**config.mk**
```make
export PLATFORM = sky130hd
export DESIGN_NAME = mu0_cpu_delay1
export DESIGN_NICKNAME = d
export VERILOG_FILES = /design/src/rtl/mu0_cpu_delay1.sv
export SDC_FILE = /design/constraint.sdc
export NUM_CORES = 1
export LEC_CHECK = 0
export CAP_MARGIN = 20
export CORE_MARGIN = 5
export CORE_UTILIZATION = 60
export DETAILED_ROUTE_END_ITERATION = 10
export DONT_BUFFER_PORTS = 1
export PLACE_DENSITY = 0.76
export SKIP_CTS_REPAIR_TIMING = 1
export SYNTH_ARGS = -nofsm -noshare
export SYNTH_HDL_FRONTEND = slang
export SYNTH_SLANG_ARGS = --single-unit
```
**constraint.sdc**
```tcl
create_clock -name clk -period 4.5 [get_ports clk]
set_clock_uncertainty 0.1 [all_clocks]
set_input_delay 0.225 -clock clk [delete_from_list [all_inputs] [get_ports clk]]
set_output_delay 0.225 -clock clk [all_outputs]
set_load 0.02 [all_outputs]
```
**src/rtl/mu0_cpu_delay1.sv**
```systemverilog
// rtl/mu0_cpu_delay1.sv - multi-cycle MU0 accumulator CPU for a one-cycle-latency RAM
// Define MU0_ILLEGAL_HALT_EN to make opcodes 8-15 halt instead of acting as no-ops.
module mu0_cpu_delay1 (
    input  logic        clk,
    input  logic        rst,
    output logic        running,
    output logic [11:0] address,
    output logic        write,
    output logic        read,
    output logic [15:0] writedata,
    input  logic [15:0] readdata
);
    typedef enum logic [2:0] {
        ST_FETCH  = 3'd0,
        ST_DECODE = 3'd1,
        ST_EXEC   = 3'd2,
        ST_WB     = 3'd3,
        ST_HALT   = 3'd4
    } state_t;

    localparam logic [3:0] OP_LDA = 4'd0;
    localparam logic [3:0] OP_STA = 4'd1;
    localparam logic [3:0] OP_ADD = 4'd2;
    localparam logic [3:0] OP_SUB = 4'd3;
    localparam logic [3:0] OP_JMP = 4'd4;
    localparam logic [3:0] OP_JGE = 4'd5;
    localparam logic [3:0] OP_JNE = 4'd6;
    localparam logic [3:0] OP_STP = 4'd7;

    state_t      state_q, state_d;
    logic [11:0] pc_q, pc_d;
    logic [15:0] acc_q, acc_d;
    logic [15:0] ir_q, ir_d;
    logic        running_q, running_d;

    logic [3:0]  opcode;
    logic [11:0] operand;
    logic        is_mem_read;
    logic        is_halt_op;

    assign opcode      = ir_q[15:12];
    assign operand     = ir_q[11:0];
    assign is_mem_read = (opcode == OP_LDA) || (opcode == OP_ADD) || (opcode == OP_SUB);

`ifdef MU0_ILLEGAL_HALT_EN
    assign is_halt_op = (opcode == OP_STP) || opcode[3];
`else
    assign is_halt_op = (opcode == OP_STP);
`endif

    always_comb begin
        state_d   = state_q;
        pc_d      = pc_q;
        acc_d     = acc_q;
        ir_d      = ir_q;
        running_d = running_q;
        case (state_q)
            ST_FETCH: begin
                state_d = ST_DECODE;
            end
            ST_DECODE: begin
                ir_d    = readdata;
                pc_d    = pc_q + 12'd1;
                state_d = ST_EXEC;
            end
            ST_EXEC: begin
                state_d = ST_FETCH;
                if (is_halt_op) begin
                    state_d   = ST_HALT;
                    running_d = 1'b0;
                end else if (is_mem_read) begin
                    state_d = ST_WB;
                end else begin
                    // Untaken jumps keep the PC already advanced in DECODE.
                    case (opcode)
                        OP_JMP:  pc_d = operand;
                        OP_JGE:  if (!acc_q[15]) pc_d = operand;
                        OP_JNE:  if (acc_q != 16'h0000) pc_d = operand;
                        default: ;
                    endcase
                end
            end
            ST_WB: begin
                state_d = ST_FETCH;
                case (opcode)
                    OP_LDA:  acc_d = readdata;
                    OP_ADD:  acc_d = acc_q + readdata;
                    OP_SUB:  acc_d = acc_q - readdata;
                    default: acc_d = acc_q;
                endcase
            end
            ST_HALT: begin
                running_d = 1'b0;
            end
            default: begin
                state_d = ST_FETCH;
            end
        endcase
    end

    always_ff @(posedge clk) begin
        if (rst) begin
            state_q   <= ST_FETCH;
            pc_q      <= 12'h000;
            acc_q     <= 16'h0000;
            ir_q      <= 16'h0000;
            running_q <= 1'b1;
        end else begin
            state_q   <= state_d;
            pc_q      <= pc_d;
            acc_q     <= acc_d;
            ir_q      <= ir_d;
            running_q <= running_d;
        end
    end

    // Strobes are decoded from the registered state; reset suppresses any access in flight.
    always_comb begin
        address = pc_q;
        read    = 1'b0;
        write   = 1'b0;
        if (!rst) begin
            case (state_q)
                ST_FETCH: begin
                    read = 1'b1;
                end
                ST_EXEC: begin
                    if (is_mem_read) begin
                        address = operand;
                        read    = 1'b1;
                    end else if (opcode == OP_STA) begin
                        address = operand;
                        write   = 1'b1;
                    end
                end
                default: ;
            endcase
        end
    end

    assign writedata = acc_q;
    assign running   = running_q;
endmodule

```
# --- Word-level counts from Yosys, hierarchy flattened ---
# Index checks and enable logic that the tools add are counted.
word_totals:
  reg_bits: 48
  in_bits: 18
  out_inout_bits: 31
  word_cells: 59
classes:
  n_addsub: 3
  n_eq_ne: 17
  muxes: 23
  n_reduce_logical: 11
op_table:
  columns: ["op", "n"]
  rows:
  - ["12-bit 2-to-1 mux", 8]
  - ["16-bit case mux with 3 select lines", 1]
  - ["12-bit case mux with 3 select lines", 1]
  - ["12-bit case mux with 2 select lines", 1]
  - ["16-bit adder", 1]
  - ["4-bit by 3-bit equality test with 1-bit output, second input constant", 4]
  - ["16-bit nonzero test", 1]
  - ["16-bit subtractor", 1]
  - ["12-bit by 1-bit adder with 12-bit output, second input constant", 1]
  - ["3-bit case mux with 4 select lines", 1]
  - ["4-bit by 2-bit equality test with 1-bit output, second input constant", 2]
  - ["1-bit 2-to-1 mux", 7]
  - ["3-bit by 2-bit equality test with 1-bit output, second input constant", 2]
  - ["2-bit != test, second input constant", 3]
  - ["3-bit != test, second input constant", 2]
  - ["6-bit AND reduction", 1]
  - ["4-bit by 1-bit equality test with 1-bit output, second input constant", 1]
  - ["4-bit zero test", 1]
  - ["4-bit by 1-bit != test with 1-bit output, second input constant", 1]
  - ["1-bit case mux with 2 select lines", 2]
  - ["2-bit AND reduction", 2]
  - ["2-bit nonzero test", 2]
  - ["3-bit by 1-bit equality test with 1-bit output, second input constant", 1]
  - ["3-bit equality test, second input constant", 1]
  - ["5 further kinds", 6]

# --- Depth between registers and ports, before layout ---
# Gate-level depths: netlist of the first run.
logic_depth:
  depth_word: 6
  mapped_depth: 14
  ltp_nobuf: 13

# --- Worst setup path before layout of the first run ---
# No wires, ideal clock.
synth_path:
  path_type: "register -> register"
  start: "reg ir_q[14]"
  end: "reg acc_q[13], in the netlist writedata[13]"
  setup_ps: 79
  arrival_time_ps: 2744
  setup_slack_ps: 1577
  path_stages_with_launch: 12
  n_path_buf: 1
  period_less_slack_ps: 2923
  cell_sequence: "dfxtp_1 -> nor2_2 -> and3_1 -> clkbuf_1 -> nor2_1 -> xnor2_1 -> ha_1 -> a21oi_2 -> a2111oi_4 -> nor3b_2 -> or4_4 -> a211oi_2"
synth_via:
  elab_chain_cells: 3
synth_rtl:
  columns: ["item", "line", "text"]
  rows:
  - ["from (decl)", "33", "logic [15:0] ir_q, ir_d;"]
  - ["from (signal assigned)", "112", "ir_q <= ir_d;"]
  - ["4-bit by 2-bit equality test with 1-bit output / 4-bit zero test (equally long branches)", "85", "case (opcode)"]
  - ["3-bit nonzero test (no source line)", null, null]
  - ["2-bit AND reduction (no source line)", null, null]
  - ["to (signal assigned)", "105", "acc_q <= 16'h0000;"]
  - ["to (signal assigned)", "111", "acc_q <= acc_d;"]
  - ["to (decl)", "32", "logic [15:0] acc_q, acc_d;"]
# Parallel ways exist; a longest one is shown, timed or not.
# A chain may end at the register's enable or synchronous reset.

# --- Worst setup path after layout of the first run ---
# Ends and elaborated chain as after synthesis.

==> metrics.log, run 1 <==
[metrics] maximum number of pins on one net before global-route repair: 52
[metrics] design internal power: 0.672 mW
[metrics] Crit path required time: 4630 ps
[metrics] classification of the worst setup path: flip-flop to flip-flop
[metrics] Routed wire per std cell: 18.5 µm
[metrics] biggest fanout along the worst timing path: 10
[metrics] die width: 85.4 µm
[metrics] LEAKAGE: 1.36 nW
[metrics] area share of the leading cell type in the synthesized netlist: 28.2%
[metrics] summed instance area of the synthesized netlist: 0.00341 mm²
[metrics] number of warning messages in the yosys log: 0
[metrics] total number of clock tree sinks: 48
[metrics] CTS clk-pin slew, worst paths: 100 ps
[metrics] most area-hungry cell type in the Yosys netlist: sky130_fd_sc_hd__dfxtp_1
[metrics] Clock Latency Late Sink: 310 ps
[metrics] Total Die Area: 0.00729 mm²
[metrics] sum of overflow across all layers after global routing: 0
[metrics] Peak Freq: 0.320 GHz
[metrics] initial antenna violation count: 0
[metrics] Pwr Total: 1.01 mW
[metrics] maximum capacitance violations: 0
[metrics] Met3 Routed Length: 821 µm
[metrics] total instance count after detailed placement: 493
[metrics] Sequential Power Share: 47.2%
[metrics] first-pass GRT wire length: 15,200 µm
[metrics] pin slew with the least headroom to its limit: 990 ps
[metrics] Total Nets Final: 482
[metrics] Switching Fraction: 33.7%
[metrics] area added between synthesis and finish: 8.95%
[metrics] wire length reported by the detailed router: 9580 µm
[metrics] Antenna Diode Count: 0
[metrics] share of power burned in the clock network: 28.2%
[metrics] Max IR drop VDD: 199 µV
[metrics] Via Count: 3,369
[metrics] count of input and output buffers: 0
[metrics] Async SR Flop Fraction: 0%
[metrics] category of the worst setup path capture point: flip-flop
[metrics] post-synthesis sequential area ratio: 28.2%
[metrics] number of top-level design ports: 49
[metrics] wire length on met1: 4280 µm
[metrics] number of non-filler instances in the completed layout: 519
[metrics] number of DRC violations after detailed routing: 0
[metrics] core area: 0.00551 mm²
[metrics] time the final worst path needs with I/O delays and setup: 3130 ps
[metrics] hold path startpoint: rst
[metrics] logic gate share of total power: 24.6%
[metrics] Setup Total Neg Slack: 0 ps
[metrics] Util after Layout: 67.5%
[metrics] CP startpoint kind: flip-flop
[metrics] share of layout cells above drive strength 1: 8.72%
[metrics] post-synth cell types: 61
[metrics] Pre-Repair DR Iteration Count: 5
[metrics] number of instances in the synthesized netlist: 442
[metrics] type of the tightest min-delay check: input pin to flip-flop
[metrics] post-route fraction of the period consumed by the critical path: 69.5%
[metrics] TritonCTS buffer count: 5
[metrics] final setup fails: 0
[metrics] half-perimeter wire length after detailed placement: 6550 µm
[metrics] via-per-instance ratio: 6.49
[metrics] Iteration-0 DRC Markers: 223
[metrics] worst-case headroom to the max-slew limit: 33.8%
[metrics] switching power summed over all nets: 0.343 mW
[metrics] final hold violation count: 0
[metrics] final number of max-transition violations: 0
[metrics] post-synthesis net count: 478
[metrics] worst setup path startpoint: ir_q[14]$_SDFFE_PP0P_
[metrics] CTS H-Tree Depth: 2
[metrics] Clock Tree Buf Depth: 2
[metrics] Antenna Nets Post-Route: 0
[metrics] top routing layer used: met4
[metrics] RSZ-0062 raised after global routing: false
[metrics] Syn Area/Cell: 7.72 µm²
[metrics] initial core utilization: 62.0%
[metrics] ratio of total power to cell area: 273 mW/mm²
[metrics] Critical R2R Launch: ir_q[14]$_SDFFE_PP0P_
[metrics] highest-count cells in the layout ignoring fill and taps: sky130_fd_sc_hd__nand2_1, sky130_fd_sc_hd__a21oi_1, sky130_fd_sc_hd__dfxtp_1, sky130_fd_sc_hd__nor2_1, sky130_fd_sc_hd__xnor2_1
[metrics] floorplan row count: 27
[metrics] synth top area cells: sky130_fd_sc_hd__dfxtp_1, sky130_fd_sc_hd__a21oi_1, sky130_fd_sc_hd__nand2_1
[metrics] Most used DFF post-synth: sky130_fd_sc_hd__dfxtp_1
[metrics] clock tree from TritonCTS: built
[metrics] Met2 Routed Length: 4300 µm
[metrics] root buf cell: sky130_fd_sc_hd__clkbuf_8
[metrics] arrival time of the worst setup path: 3250 ps
[metrics] status: finished clean
[metrics] vias in the first global route: 3,102
[metrics] most common cell after layout, fill and taps aside: sky130_fd_sc_hd__nand2_1
[metrics] overall track demand over capacity in global routing: 25.1%
[metrics] global placer's final weighted congestion: 0.908
[metrics] EDFF count, synth: 0
[metrics] total of flip-flops plus latches after synthesis: 48
[metrics] die height: 85.4 µm
routing by layer:
metal	GRT usage (%)	vias to the layer above
met5	0	-
met4	7.63	0
met3	5.15	19
met2	39.5	139
met1	34.5	1585
li1	-	1626
synthesized netlist by cell type, types with 7 or more instances:
cell type	number
sky130_fd_sc_hd__a21oi_1	55
sky130_fd_sc_hd__a211oi_1	7
sky130_fd_sc_hd__nand2b_1	9
sky130_fd_sc_hd__dfxtp_1	48
sky130_fd_sc_hd__o21ai_0	17
sky130_fd_sc_hd__nor4_1	7
sky130_fd_sc_hd__mux2_2	12
sky130_fd_sc_hd__xor2_1	10
sky130_fd_sc_hd__inv_1	7
sky130_fd_sc_hd__ha_1	17
sky130_fd_sc_hd__nand3_1	12
sky130_fd_sc_hd__nor3_1	8
sky130_fd_sc_hd__nand2_1	71
sky130_fd_sc_hd__nor2_1	33
sky130_fd_sc_hd__clkbuf_1	19
sky130_fd_sc_hd__xnor2_1	18
cell families after synthesis:
logic type,Yosys count,synth area share (%)
xor gates and xnor gates,28,7.19
adders and majority gates,18,6.82
and+or+nand+nor,169,23.9
AOI/OAI and AO/OA,136,26.4
buffers and inverters,31,3.56
DFF,48,28.2
muxes,12,3.96
registers in the layout, indices dropped and copies added, names as in the netlist:
signal,count
pc_q,12
ir_q,16
running,1
writedata,16
state_q,3
area by class of cell:
class	instances	area (µm²)
inverters	7	26.3
clock inverters	2	13.8
multi-input cells	363	2330
fillers	482	1790
repair buffers	21	213
flip-flops and latches	48	961
well taps	72	90.1
clock buffers	6	82.6
power by group through the flow:
stage | logic, mW | clock network (mW) | registers (mW)
2_1_floorplan | 0.193 | 0 | 0.480
3_3_place_gp | 0.219 | 0 | 0.488
3_5_place_dp | 0.223 | 0 | 0.488
4_1_cts | 0.225 | 0.289 | 0.478
5_1_grt | 0.274 | 0.307 | 0.482
6_report | 0.249 | 0.287 | 0.479
final timing paths:
check                          endpoint  slack [ps]  depth (start not counted)
max          writedata[13]$_SDFFE_PP0P_        1370                         10
min               pc_q[11]$_SDFFE_PP0P_           4                          2
max reg2reg  writedata[13]$_SDFFE_PP0P_        1370                         10
min reg2reg       ir_q[11]$_SDFFE_PP0P_         390                          2
critical path, stage by stage, from the launching register on:
cell and delay [ps]:
sky130_fd_sc_hd__dfxtp_1 330, sky130_fd_sc_hd__nor2_2 250, sky130_fd_sc_hd__and3_1 400, sky130_fd_sc_hd__a21oi_1 100, sky130_fd_sc_hd__xnor2_1 140, sky130_fd_sc_hd__ha_1 360, sky130_fd_sc_hd__nand2_1 130, sky130_fd_sc_hd__a2111oi_4 430
sky130_fd_sc_hd__nor3b_2 130, sky130_fd_sc_hd__or4_4 500, sky130_fd_sc_hd__a211oi_2 180
through the flow:
| step | hold slack [ps] | cell area, µm² | setup slack (ps) |
|---|---|---|---|
| 2_1_floorplan | 261 | 3410 | 1580 |
| 3_3_place_gp | 200 | 3430 | 1510 |
| 3_5_place_dp | 202 | 3430 | 1430 |
| 4_1_cts | -130 | 3530 | 1400 |
| 5_1_grt | 1.63 | 3720 | 1080 |
| 6_report | 3.93 | 3720 | 1370 |
(Power assumes the default switching activity.)
==> run 2, diff against run 1 <==
Settings changed: ABC_AREA set to 1, CORE_UTILIZATION 60 to 58.
Clock period 4.5 ns to 2.8 ns, I/O delays scaled along.
==> metrics.log, run 2 <==
[metrics] final setup fails: 0 (unchanged)
[metrics] root buf cell: sky130_fd_sc_hd__clkbuf_8
[metrics] sum of overflow across all layers after global routing: 0 (unchanged)
[metrics] CTS clk-pin slew, worst paths: 90 ps (about the same)
[metrics] summed instance area of the synthesized netlist: 0.00368 mm² (+7.7%)
[metrics] end of the worst register-to-register path: writedata[15]$_SDFFE_PP0P_
[metrics] post-route fraction of the period consumed by the critical path: 93.3% (+24 points)
[metrics] biggest fanout along the worst timing path: 9 (-1)
[metrics] floorplan row count: 29 (+7.4%)
[metrics] number of instances in the synthesized netlist: 591 (+34%)
[metrics] number of top-level design ports: 49 (unchanged)
[metrics] flop2flop setup slack: 190 ps (-1190 ps)
[metrics] hold depth: 1 (-1)
[metrics] Async SR Flop Fraction: 0% (unchanged)
[metrics] multiplexer share of the synthesized area: 0% (-4.0 points)
[metrics] most numerous cell in the Yosys netlist: sky130_fd_sc_hd__nand2_1
[metrics] Routed wire per std cell: 14.9 µm (-19%)
[metrics] total instance count after detailed placement: 666 (+35%)
[metrics] global placer's final weighted congestion: 0.925 (+1.9%)
[metrics] top cells by instance count after synthesis: sky130_fd_sc_hd__nand2_1, sky130_fd_sc_hd__a21oi_1, sky130_fd_sc_hd__inv_1, sky130_fd_sc_hd__o21ai_0, sky130_fd_sc_hd__dfxtp_1
[metrics] worst stage delay on the critical path: 370 ps (-130 ps)
[metrics] adder and majority gate portion of the synthesized area: 6.33% (-0.49 points)
[metrics] Syn Area/Cell: 6.22 µm² (-19%)
[metrics] hold path startpoint: rst
[metrics] type of the tightest min-delay check: input pin to flip-flop
[metrics] core area: 0.00624 mm² (+13%)
[metrics] via-per-instance ratio: 5.64 (-13%)
[metrics] total of flip-flops plus latches after synthesis: 48 (unchanged)
[metrics] slowest library cell on the worst path: sky130_fd_sc_hd__dfxtp_2
[metrics] most common cell after layout, fill and taps aside: sky130_fd_sc_hd__nand2_1
[metrics] worst-case reg-to-reg path depth: 19 (+9)
[metrics] most area-hungry cell type in the Yosys netlist: sky130_fd_sc_hd__dfxtp_1
[metrics] maximum capacitance violations: 0 (unchanged)
[metrics] total number of clock tree sinks: 48 (unchanged)
[metrics] status: finished, violations left
[metrics] clock tree from TritonCTS: built
[metrics] number of warning messages in the yosys log: 0 (unchanged)
[metrics] Switching Fraction: 34.0% (+0.22 points)
[metrics] Sequential Power Share: 40.5% (-6.7 points)
[metrics] xor/xnor cell area share of the yosys netlist: 5.00% (-2.2 points)
[metrics] Crit path required time: 2940 ps (-1690 ps)
[metrics] area added between synthesis and finish: 15.5%
[metrics] share of the synthesized area in compound gates (AO/OA/AOI/OAI): 20.0% (-6.4 points)
[metrics] wire length reported by the detailed router: 10,400 µm (+9.0%)
[metrics] post-synthesis sequential area ratio: 26.1% (-2.0 points)
[metrics] area taken by flip-flops and latches: 962 µm² (+0.13%)
[metrics] EDFF count, synth: 0 (unchanged)
[metrics] Peak Freq: 0.383 GHz (+20%)
[metrics] failing checks: negative hold slack
[metrics] post-synth cell types: 33 (-46%)
[metrics] Pre-Repair DR Iteration Count: 5 (unchanged)
[metrics] synth top area cells: sky130_fd_sc_hd__dfxtp_1, sky130_fd_sc_hd__nand2_1, sky130_fd_sc_hd__a21oi_1
[metrics] overall track demand over capacity in global routing: 24.6% (-0.53 points)
[metrics] Antenna Diode Count: 0 (unchanged)
[metrics] Simple-Gate Fraction of Synth Area: 32.3% (+8.4 points)
[metrics] number of filler cells placed in the layout: 558 (+16%)
[metrics] share of layout cells above drive strength 1: 10.7% (+2.0 points)
[metrics] Clock Tree Buf Depth: 2 (unchanged)
[metrics] CTS H-Tree Depth: 2 (unchanged)
[metrics] Antenna Nets Post-Route: 0 (unchanged)
[metrics] die height: 89.6 µm (+4.9%)
[metrics] design internal power: 1.29 mW (+92%)
[metrics] ratio of total power to cell area: 462 mW/mm² (+69%)
[metrics] half-perimeter wire length after detailed placement: 7260 µm (+11%)
[metrics] category of cells accounting for the largest share of critical-path delay: simple AND/OR/NAND/NOR gates
[metrics] Iteration-0 DRC Markers: 229 (+2.7%)
[metrics] maximum number of pins on one net before global-route repair: 29 (-44%)
[metrics] Setup Total Neg Slack: 0 ps (unchanged)
[metrics] RSZ-0062 raised after global routing: false
[metrics] pin slew with the least headroom to its limit: 501 ps (-489 ps)
[metrics] post-synthesis net count: 627 (+31%)
[metrics] CP bufs+invs: 4 (+4)
[metrics] Most used DFF post-synth: sky130_fd_sc_hd__dfxtp_1
[metrics] number of DRC violations after detailed routing: 0 (unchanged)
[metrics] highest-count cells in the layout ignoring fill and taps: sky130_fd_sc_hd__nand2_1, sky130_fd_sc_hd__a21oi_1, sky130_fd_sc_hd__inv_1, sky130_fd_sc_hd__o21ai_0
[metrics] cell-by-cell trace of the critical path: inv_2, nand2_2, inv_2, nand2_4, inv_2, or2_1, xnor2_1, inv_1, ha_4, nand2_1, nor2_1, nand3_1, nand2_2, nand2_1, nand2_1, nand3_1, nand3_1, nand2_1, a21oi_1
[metrics] time the final worst path needs with I/O delays and setup: 2610 ps (-512 ps)
[metrics] vias in the first global route: 3,407 (+9.8%)
[metrics] Max IR drop VDD: 281 µV (+41%)
[metrics] worst-case headroom to the max-slew limit: 66.5% (+33 points)
[metrics] final hold violation count: 10 (+10)
[metrics] area of the multi-input gates: 0.00238 mm² (+2.1%)
[metrics] Via Count: 3,952 (+17%)
[metrics] CP startpoint kind: flip-flop
[metrics] Most common cell on crit path: sky130_fd_sc_hd__nand2_1
[metrics] die width: 89.6 µm (+4.9%)
[metrics] arrival time of the worst setup path: 2750 ps (-500 ps)
[metrics] initial antenna violation count: 0 (unchanged)
[metrics] area share of the leading cell type in the synthesized netlist: 26.1% (-2.0 points)
[metrics] final number of max-transition violations: 0 (unchanged)
[metrics] hold_ws: -201 ps (-205 ps)
[metrics] end point of the worst hold path: writedata[14]$_SDFFE_PP0P_
[metrics] category of the worst setup path capture point: flip-flop
[metrics] TritonCTS buffer count: 5 (unchanged)
[metrics] logic gate share of total power: 29.1% (+4.5 points)
[metrics] Total Die Area: 0.00803 mm² (+10%)
[metrics] count of input and output buffers: 0 (unchanged)
[metrics] main combinational cell family by area after synthesis: simple AND/OR/NAND/NOR gates
[metrics] first-pass GRT wire length: 15,700 µm (+3.1%)
[metrics] Critical R2R Launch: ir_q[14]$_SDFFE_PP0P_
[metrics] Total Nets Final: 660 (+37%)
[metrics] share of power burned in the clock network: 30.4% (+2.2 points)
[metrics] switching power summed over all nets: 0.666 mW (+94%)
[metrics] number of non-filler instances in the completed layout: 701 (+35%)
[metrics] classification of the worst setup path: flip-flop to flip-flop
[metrics] Pwr Total: 1.96 mW (+93%)
[metrics] initial core utilization: 58.9% (-3.1 points)
[metrics] Clock Latency Late Sink: 310 ps (about the same)
[metrics] LEAKAGE: 1.92 nW (+41%)
## run 2: cell families after synthesis
group | count (synthesis)
AND/OR/NAND/NOR | 269
AO/OA/AOI/OAI | 144
adder cells (fa/ha/maj) | 18
buffers and inverters | 91
XOR/XNOR | 21
flip-flops | 48
## run 2: routing by layer
layer | track usage [%] | vias to the layer above | share of wire [%]
met4 | 8.12 | 0 | 2.2
met1 | 31.0 | 1779 | 41
met5 | 0 | - | 0
li1 | - | 1987 | -
met2 | 42.2 | 160 | 49
met3 | 4.38 | 26 | 8.2
## run 2: worst register-to-register path, stage by stage (launching register included)
cell	delay [ps]
sky130_fd_sc_hd__dfxtp_2	370
sky130_fd_sc_hd__inv_2	40
sky130_fd_sc_hd__nand2_2	80
sky130_fd_sc_hd__inv_2	80
sky130_fd_sc_hd__nand2_4	110
sky130_fd_sc_hd__inv_2	90
sky130_fd_sc_hd__or2_1	230
sky130_fd_sc_hd__xnor2_1	170
sky130_fd_sc_hd__inv_1	100
sky130_fd_sc_hd__ha_4	290
sky130_fd_sc_hd__nand2_1	60
sky130_fd_sc_hd__nor2_1	130
sky130_fd_sc_hd__nand3_1	120
sky130_fd_sc_hd__nand2_2	130
sky130_fd_sc_hd__nand2_1	80
sky130_fd_sc_hd__nand2_1	70
sky130_fd_sc_hd__nand3_1	60
sky130_fd_sc_hd__nand3_1	60
sky130_fd_sc_hd__nand2_1	50
sky130_fd_sc_hd__a21oi_1	110
## run 2: final cells by class
type                       count  share of cell area, %
clock buffer                   5                   1.62
clock inverter                 2                   1.41
inverter                      72                   6.37
multi-input combinational    452                   56.1
sequential                    48                   22.7
tap                           77                   2.27
timing repair buffer          45                   9.61
## run 2: worst max path at each step
stage | startpoint | slack [ps] | cells after the start | endpoint
2_1_floorplan | ir_q[14]$_SDFFE_PP0P_ | 390 | 17 | writedata[11]$_SDFFE_PP0P_
3_3_place_gp | readdata[1] | 110 | 20 | writedata[15]$_SDFFE_PP0P_
3_5_place_dp | readdata[1] | 80 | 20 | writedata[15]$_SDFFE_PP0P_
4_1_cts | ir_q[14]$_SDFFE_PP0P_ | 90 | 17 | writedata[11]$_SDFFE_PP0P_
5_1_grt | ir_q[14]$_SDFFE_PP0P_ | 3 | 21 | writedata[14]$_SDFFE_PP0P_
6_report | ir_q[14]$_SDFFE_PP0P_ | 190 | 19 | writedata[15]$_SDFFE_PP0P_
## run 2: through the flow
stage	area, µm²	worst slack, ps	util [%]
2_1_floorplan	3680	386	-
3_3_place_gp	3800	108	60.8
4_1_cts	3930	94.3	62.9
6_report	4250	187	68.0
5_1_grt	4250	3.17	68.0
3_5_place_dp	3800	78.0	60.8
## run 2: power groups by stage
stage | clock network [mW] | logic [mW] | registers [mW]
6_report | 0.596 | 0.570 | 0.793
5_1_grt | 0.638 | 0.635 | 0.800
4_1_cts | 0.605 | 0.519 | 0.790
3_5_place_dp | 0 | 0.516 | 0.806
3_3_place_gp | 0 | 0.509 | 0.804
2_1_floorplan | 0 | 0.415 | 0.793
